--- src/rtl/cva5_flush_sequencer.sv ---
// Cache/branch-predictor flush sequencer: stalls the core, pulses the
// selected invalidate-all lines, waits for completion, then releases.
//
// Ports:
//   clk, rst_n          clock, async active-low reset
//   start, mask[2:0]    flush request; mask = {dcache, bp, icache}
//   busy, done          sequence active / one-cycle completion pulse
//   timeout             sticky wait-state timeout flag
//   dexie_stall         core stall request
//   *_set_invalidate_all   one-cycle invalidate pulses
//   *_invalidating_all     invalidation-in-progress status
module cva5_flush_sequencer #(
  parameter int unsigned SETTLE_CYCLES  = 4,
  parameter int unsigned TIMEOUT_CYCLES = 4096
) (
  input  logic       clk,
  input  logic       rst_n,
  input  logic       start,
  input  logic [2:0] mask,
  output logic       busy,
  output logic       done,
  output logic       timeout,
  output logic       dexie_stall,
  output logic       icache_set_invalidate_all,
  output logic       bp_set_invalidate_all,
  output logic       dcache_set_invalidate_all,
  input  logic       icache_invalidating_all,
  input  logic       bp_invalidating_all,
  input  logic       dcache_invalidating_all
);

  typedef enum logic [2:0] {
    S_IDLE,
    S_SETTLE,
    S_DC_ISSUE,
    S_DC_WAIT,
    S_IF_ISSUE,
    S_IF_WAIT,
    S_RELEASE
  } state_t;

  localparam logic [7:0]  SETTLE_LOAD = 8'(SETTLE_CYCLES - 1);
  localparam logic [15:0] TMO_LIMIT   = 16'(TIMEOUT_CYCLES);
  localparam logic [15:0] ARM_CYCLES  = 16'd2;

  state_t      r_state;
  logic [2:0]  r_cur_mask;
  logic [2:0]  r_pend_mask;
  logic        r_pend_valid;
  logic [15:0] r_cnt;
  logic [7:0]  r_settle;

  logic [15:0] w_cnt_inc;
  logic        w_tmo_hit;
  logic        w_armed;
  logic        w_if_sel;
  logic        w_if_busy;
  logic [2:0]  w_merge_mask;
  logic        w_merge_valid;

  assign w_cnt_inc = (r_cnt == 16'hFFFF) ? r_cnt : r_cnt + 16'd1;
  // Leave on the edge where the counter would reach the limit.
  assign w_tmo_hit = (w_cnt_inc >= TMO_LIMIT);
  // The core needs a couple of cycles to raise its status after a pulse.
  assign w_armed   = (r_cnt >= ARM_CYCLES);
  assign w_if_sel  = |r_cur_mask[1:0];
  assign w_if_busy = (r_cur_mask[0] & icache_invalidating_all)
                   | (r_cur_mask[1] & bp_invalidating_all);

  // A start landing in RELEASE must join the pending request.
  assign w_merge_mask  = r_pend_mask | (start ? mask : 3'b000);
  assign w_merge_valid = r_pend_valid | start;

  always_ff @(posedge clk or negedge rst_n) begin
    if (!rst_n) begin
      r_state                   <= S_IDLE;
      r_cur_mask                <= 3'b000;
      r_pend_mask               <= 3'b000;
      r_pend_valid              <= 1'b0;
      r_cnt                     <= 16'd0;
      r_settle                  <= 8'd0;
      busy                      <= 1'b0;
      done                      <= 1'b0;
      timeout                   <= 1'b0;
      dexie_stall               <= 1'b0;
      icache_set_invalidate_all <= 1'b0;
      bp_set_invalidate_all     <= 1'b0;
      dcache_set_invalidate_all <= 1'b0;
    end else begin
      done                      <= 1'b0;
      icache_set_invalidate_all <= 1'b0;
      bp_set_invalidate_all     <= 1'b0;
      dcache_set_invalidate_all <= 1'b0;

      if (r_state != S_IDLE && start) begin
        r_pend_mask  <= r_pend_mask | mask;
        r_pend_valid <= 1'b1;
      end

      unique case (r_state)
        S_IDLE: begin
          if (start) begin
            timeout <= 1'b0;
            if (mask != 3'b000) begin
              r_cur_mask  <= mask;
              r_settle    <= SETTLE_LOAD;
              r_state     <= S_SETTLE;
              busy        <= 1'b1;
              dexie_stall <= 1'b1;
            end else begin
              done <= 1'b1;
            end
          end
        end

        S_SETTLE: begin
          if (r_settle != 8'd0) begin
            r_settle <= r_settle - 8'd1;
          end else if (r_cur_mask[2]) begin
            r_state <= S_DC_ISSUE;
          end else if (w_if_sel) begin
            r_state <= S_IF_ISSUE;
          end else begin
            r_state     <= S_RELEASE;
            dexie_stall <= 1'b0;
            done        <= 1'b1;
          end
        end

        S_DC_ISSUE: begin
          dcache_set_invalidate_all <= 1'b1;
          r_cnt   <= 16'd0;
          r_state <= S_DC_WAIT;
        end

        S_DC_WAIT: begin
          r_cnt <= w_cnt_inc;
          if (w_tmo_hit) begin
            timeout     <= 1'b1;
            r_state     <= S_RELEASE;
            dexie_stall <= 1'b0;
            done        <= 1'b1;
          end else if (w_armed && !dcache_invalidating_all) begin
            if (w_if_sel) begin
              r_state <= S_IF_ISSUE;
            end else begin
              r_state     <= S_RELEASE;
              dexie_stall <= 1'b0;
              done        <= 1'b1;
            end
          end
        end

        S_IF_ISSUE: begin
          icache_set_invalidate_all <= r_cur_mask[0];
          bp_set_invalidate_all     <= r_cur_mask[1];
          r_cnt   <= 16'd0;
          r_state <= S_IF_WAIT;
        end

        S_IF_WAIT: begin
          r_cnt <= w_cnt_inc;
          if (w_tmo_hit) begin
            timeout     <= 1'b1;
            r_state     <= S_RELEASE;
            dexie_stall <= 1'b0;
            done        <= 1'b1;
          end else if (w_armed && !w_if_busy) begin
            r_state     <= S_RELEASE;
            dexie_stall <= 1'b0;
            done        <= 1'b1;
          end
        end

        S_RELEASE: begin
          r_pend_mask  <= 3'b000;
          r_pend_valid <= 1'b0;
          if (w_merge_valid) begin
            r_cur_mask  <= w_merge_mask;
            r_settle    <= SETTLE_LOAD;
            r_state     <= S_SETTLE;
            timeout     <= 1'b0;
            dexie_stall <= 1'b1;
          end else begin
            r_state <= S_IDLE;
            busy    <= 1'b0;
          end
        end

        default: begin
          r_state     <= S_IDLE;
          busy        <= 1'b0;
          dexie_stall <= 1'b0;
        end
      endcase
    end
  end

endmodule

--- config.mk ---
export PLATFORM = sky130hd
export DESIGN_NAME = cva5_flush_sequencer
export DESIGN_NICKNAME = d
export VERILOG_FILES = /design/src/rtl/cva5_flush_sequencer.sv
export SDC_FILE = /design/constraint.sdc
export NUM_CORES = 1
export LEC_CHECK = 0
export BUFFER_PORTS_ARGS = -buffer_cell sky130_fd_sc_hd__buf_2
export CAP_MARGIN = 30
export CORE_MARGIN = 2
export CORE_UTILIZATION = 25
export CTS_CLUSTER_DIAMETER = 40
export CTS_CLUSTER_SIZE = 16
export DETAILED_ROUTE_END_ITERATION = 8
export HOLD_SLACK_MARGIN = 0.12
export PLACE_DENSITY = 0.48
export SLEW_MARGIN = 40
export SYNTH_ARGS = -nofsm -noshare
export SYNTH_HDL_FRONTEND = slang
export SYNTH_SLANG_ARGS = --single-unit
--- constraint.sdc ---
create_clock -name clk -period 2.3 [get_ports clk]
set_clock_uncertainty 0.05 [all_clocks]
set_input_delay 0.575 -clock clk [delete_from_list [all_inputs] [get_ports clk]]
set_output_delay 0.575 -clock clk [all_outputs]
set_load 0.02 [all_outputs]
==> results.yml <==
sta:
  rsz0062_at_grt: "no"
  finalMaxSlewViolations: 0
  tns_ps: 0
  setup_viol: 0
  max_freq_mhz: 473
  finalCritPeriodShare_pct: 92.0
  hold_viol_final: 0
  relSlewSlack_pct: 63.9
  fin_crit_ps: 2120
  worst_pin_slew_ps: 541
global_route:
  grtUsageTotal_pct: 12.6
  grt_overflow_total: 0
  antenna_found_initial: 0
  grt_pass1_wl_um: 10500
  grt_pass1_vias: 2136
  grt_max_degree: 42
critical_path:
  cp.arrival_ps: 2310
  cp_data_required_time_ps: 2490
  end_kind: "flip-flop"
  crit_start: "r_cnt[1]$_DFFE_PN0P_"
  r2r_setup_slack_ps: 180
  start_kind: "flip-flop"
  cpMostUsedCell: "nand4_1"
  slowest_stage: "or4_1"
  crit_chain: "ha_1 -> nand4_1 -> or4_1 -> nand4_1 -> o21ai_0 -> nand2_1 -> a21o_1"
  cp_slowest_stage_delay_ps: 670
  worstPathMaxFanout: 8
  critical_path_class: "flip-flop to flip-flop"
  r2r_start: "r_cnt[1]$_DFFE_PN0P_"
die:
  rows: 36
  start_util_pct: 25.5
  die_w_um: 103
  die_area_mm2: 0.0107
  core_area_mm2: 0.00968
  io_pins: 16
  die_h_um: 103
power:
  leakage_nw: 1.12
  power_density_mw_per_mm2: 1150
  ir_drop_v: 0.000338
cts:
  clk_latency_ps: 300
  clkTransAtPathRegs_ps: 90
  cts_hold_buf: 0
  cts.sinks: 41
  clockRootBuffer: "clkbuf_8"
  cts.htree.levels: 2
  cts_tree: "built"
  clk_path_buf_depth: 2
  cts_buffers: 5
synth:
  synthCells: 290
  synth_seq_cells: 41
  syn-num-nets: 302
  synth-edff-count: 0
  ys_seq_area_share_pct: 41.6
  yosysWarnings: 0
  ys_top_cells_by_area: "dfrtp_1, a21oi_1, o21ai_0"
  async_flop_share_pct: 100
  synth_area_per_cell_um2: 8.50
  yosys.cell_types.count: 54
  synth_flop_cell: "dfrtp_1"
  netlist.area_leader.share_pct: 41.6
  syn_area_mm2: 0.00246
  synth_top_area_cell: "dfrtp_1"
route:
  wl_met3_um: 236
  met2_length_um: 2760
  wl_met1_um: 3050
  ant_nets: 0
  highest_layer: "met4"
  routed-via-count: 2204
  drt_iter0_drc: 129
  drc: 0
  viasPerCell: 5.01
  wl_per_cell_um: 14.0
  totalWireLength_um: 6160
  dr.pass1.iters: 4
final_layout:
  fill_cells: 1038
  seq_area_mm2: 0.00103
  final_core_util_pct: 29.0
  final_common_cell: "dfrtp_1"
  diodes: 0
  drive_gt1_share_pct: 14.3
  nNetsFinal: 318
  final_cell_mix: "dfrtp_1, a21oi_1, nand2_1"
  syn_to_final_growth_pct: 14.1
  multi_input_area_mm2: 0.00131
placement:
  dp_hpwl_um: 4390
  gp_congestion: 0.818
  io_buffers: 15
min_path:
  hp-class: "input port to async pin"
flow_run:
  maxCapViolCount: 0
outcome:
  status: "completed"
## cells in the mapped netlist, types with 2 or more instances
| cell | count |
|---|---|
| a31oi_1 | 3 |
| inv_1 | 11 |
| nor2_1 | 22 |
| o31ai_1 | 7 |
| buf_2 | 6 |
| a22oi_1 | 4 |
| nand3b_1 | 4 |
| nor4b_1 | 2 |
| a211oi_1 | 2 |
| clkbuf_1 | 5 |
| nor3_1 | 10 |
| nor4_1 | 9 |
| or3_1 | 13 |
| dfrtp_1 | 41 |
| a21o_1 | 7 |
| ha_1 | 3 |
| nand3_1 | 9 |
| buf_1 | 2 |
| o21a_1 | 2 |
| and3_1 | 2 |
| o21ai_0 | 21 |
| nand2_1 | 25 |
| o22ai_1 | 3 |
| nand4_1 | 10 |
| buf_4 | 2 |
| xnor2_1 | 2 |
| xor2_1 | 2 |
| a21oi_1 | 35 |
## worst max-delay path: cells and delay by family (launching register included)
| family | cells | cell delay [ps] |
|---|---|---|
| fa+ha+maj | 1 | 220 |
| compound gates | 2 | 220 |
| simple gates | 4 | 1150 |
| flops | 1 | 420 |
## where the power goes
part / internal, W / switching, W / leakage, nW
sequential: 0.000906 / 0.000211 / 0.517
combinational: 0.000593 / 0.000923 / 0.547
clock: 0.000326 / 0.000265 / 0.0554
## layer usage
layer | up-vias | global-route usage (%)
met4 | 0 | 4.86
met2 | 34 | 19.5
li1 | 1113 | -
met1 | 1049 | 17.6
met3 | 8 | 2.15
met5 | - | 0
## timing repair
item / in CTS / in global routing
endpoints found under the hold margin: 0 / 0
setup buffers: 0 / 0
endpoints found under the setup margin: 0 / 6
resized for setup: 0 / 3
## layout make-up
type	instances	area share, %
clock inverter	2	1.38
sequential	41	36.5
inverter	11	1.47
tap	133	5.92
multi-input combinational	221	46.5
clock buffer	6	2.58
timing repair buffer	26	5.60
## state kept, by name, indices dropped and copies added, names as in the netlist, 3 cells and up
signal	flops
r_cnt	16
r_cur_mask	3
r_pend_mask	3
r_settle	8
r_state	3
## final timing paths
path | depth (start not counted) | to
max in group asynchronous | 2 | r_cnt[1]$_DFFE_PN0P_
max | 7 | r_cnt[6]$_DFFE_PN0P_
min in group clk | 1 | r_settle[0]$_DFFE_PN0P_
min | 2 | r_pend_mask[0]$_DFFE_PN0P_
min reg2reg | 1 | r_settle[0]$_DFFE_PN0P_
max reg2reg | 7 | r_cnt[6]$_DFFE_PN0P_
## cells by family (layout without fill, tap and decap cells)
kind of cell / after synthesis / in the layout / share of synthesized area (%)
AO/OA/AOI/OAI: 96 / 96 / 24.5
AND/OR/NAND/NOR: 118 / 118 / 25.3
adder cells (fa/ha/maj): 3 / 3 / 1.52
flip-flops: 41 / 41 / 41.6
XOR/XNOR: 4 / 4 / 1.42
buffers and inverters: 28 / 45 / 5.58
## per-stage QoR
| step | hold slack [ps] | total power, W | setup WS, ps | cell area (µm²) | std cells |
|---|---|---|---|---|---|
| after floorplan | 229 | 0.00221 | 270 | 2460 | 290 |
| after global placement | 431 | 0.00265 | 210 | 2690 | 432 |
| after detailed placement | 448 | 0.00264 | 164 | 2690 | 432 |
| after CTS | 301 | 0.00325 | 152 | 2800 | 440 |
| after global routing | 337 | 0.00353 | 32.2 | 2810 | 440 |
| final | 284 | 0.00322 | 184 | 2810 | 440 |
Power figures use the tool's default switching activity.
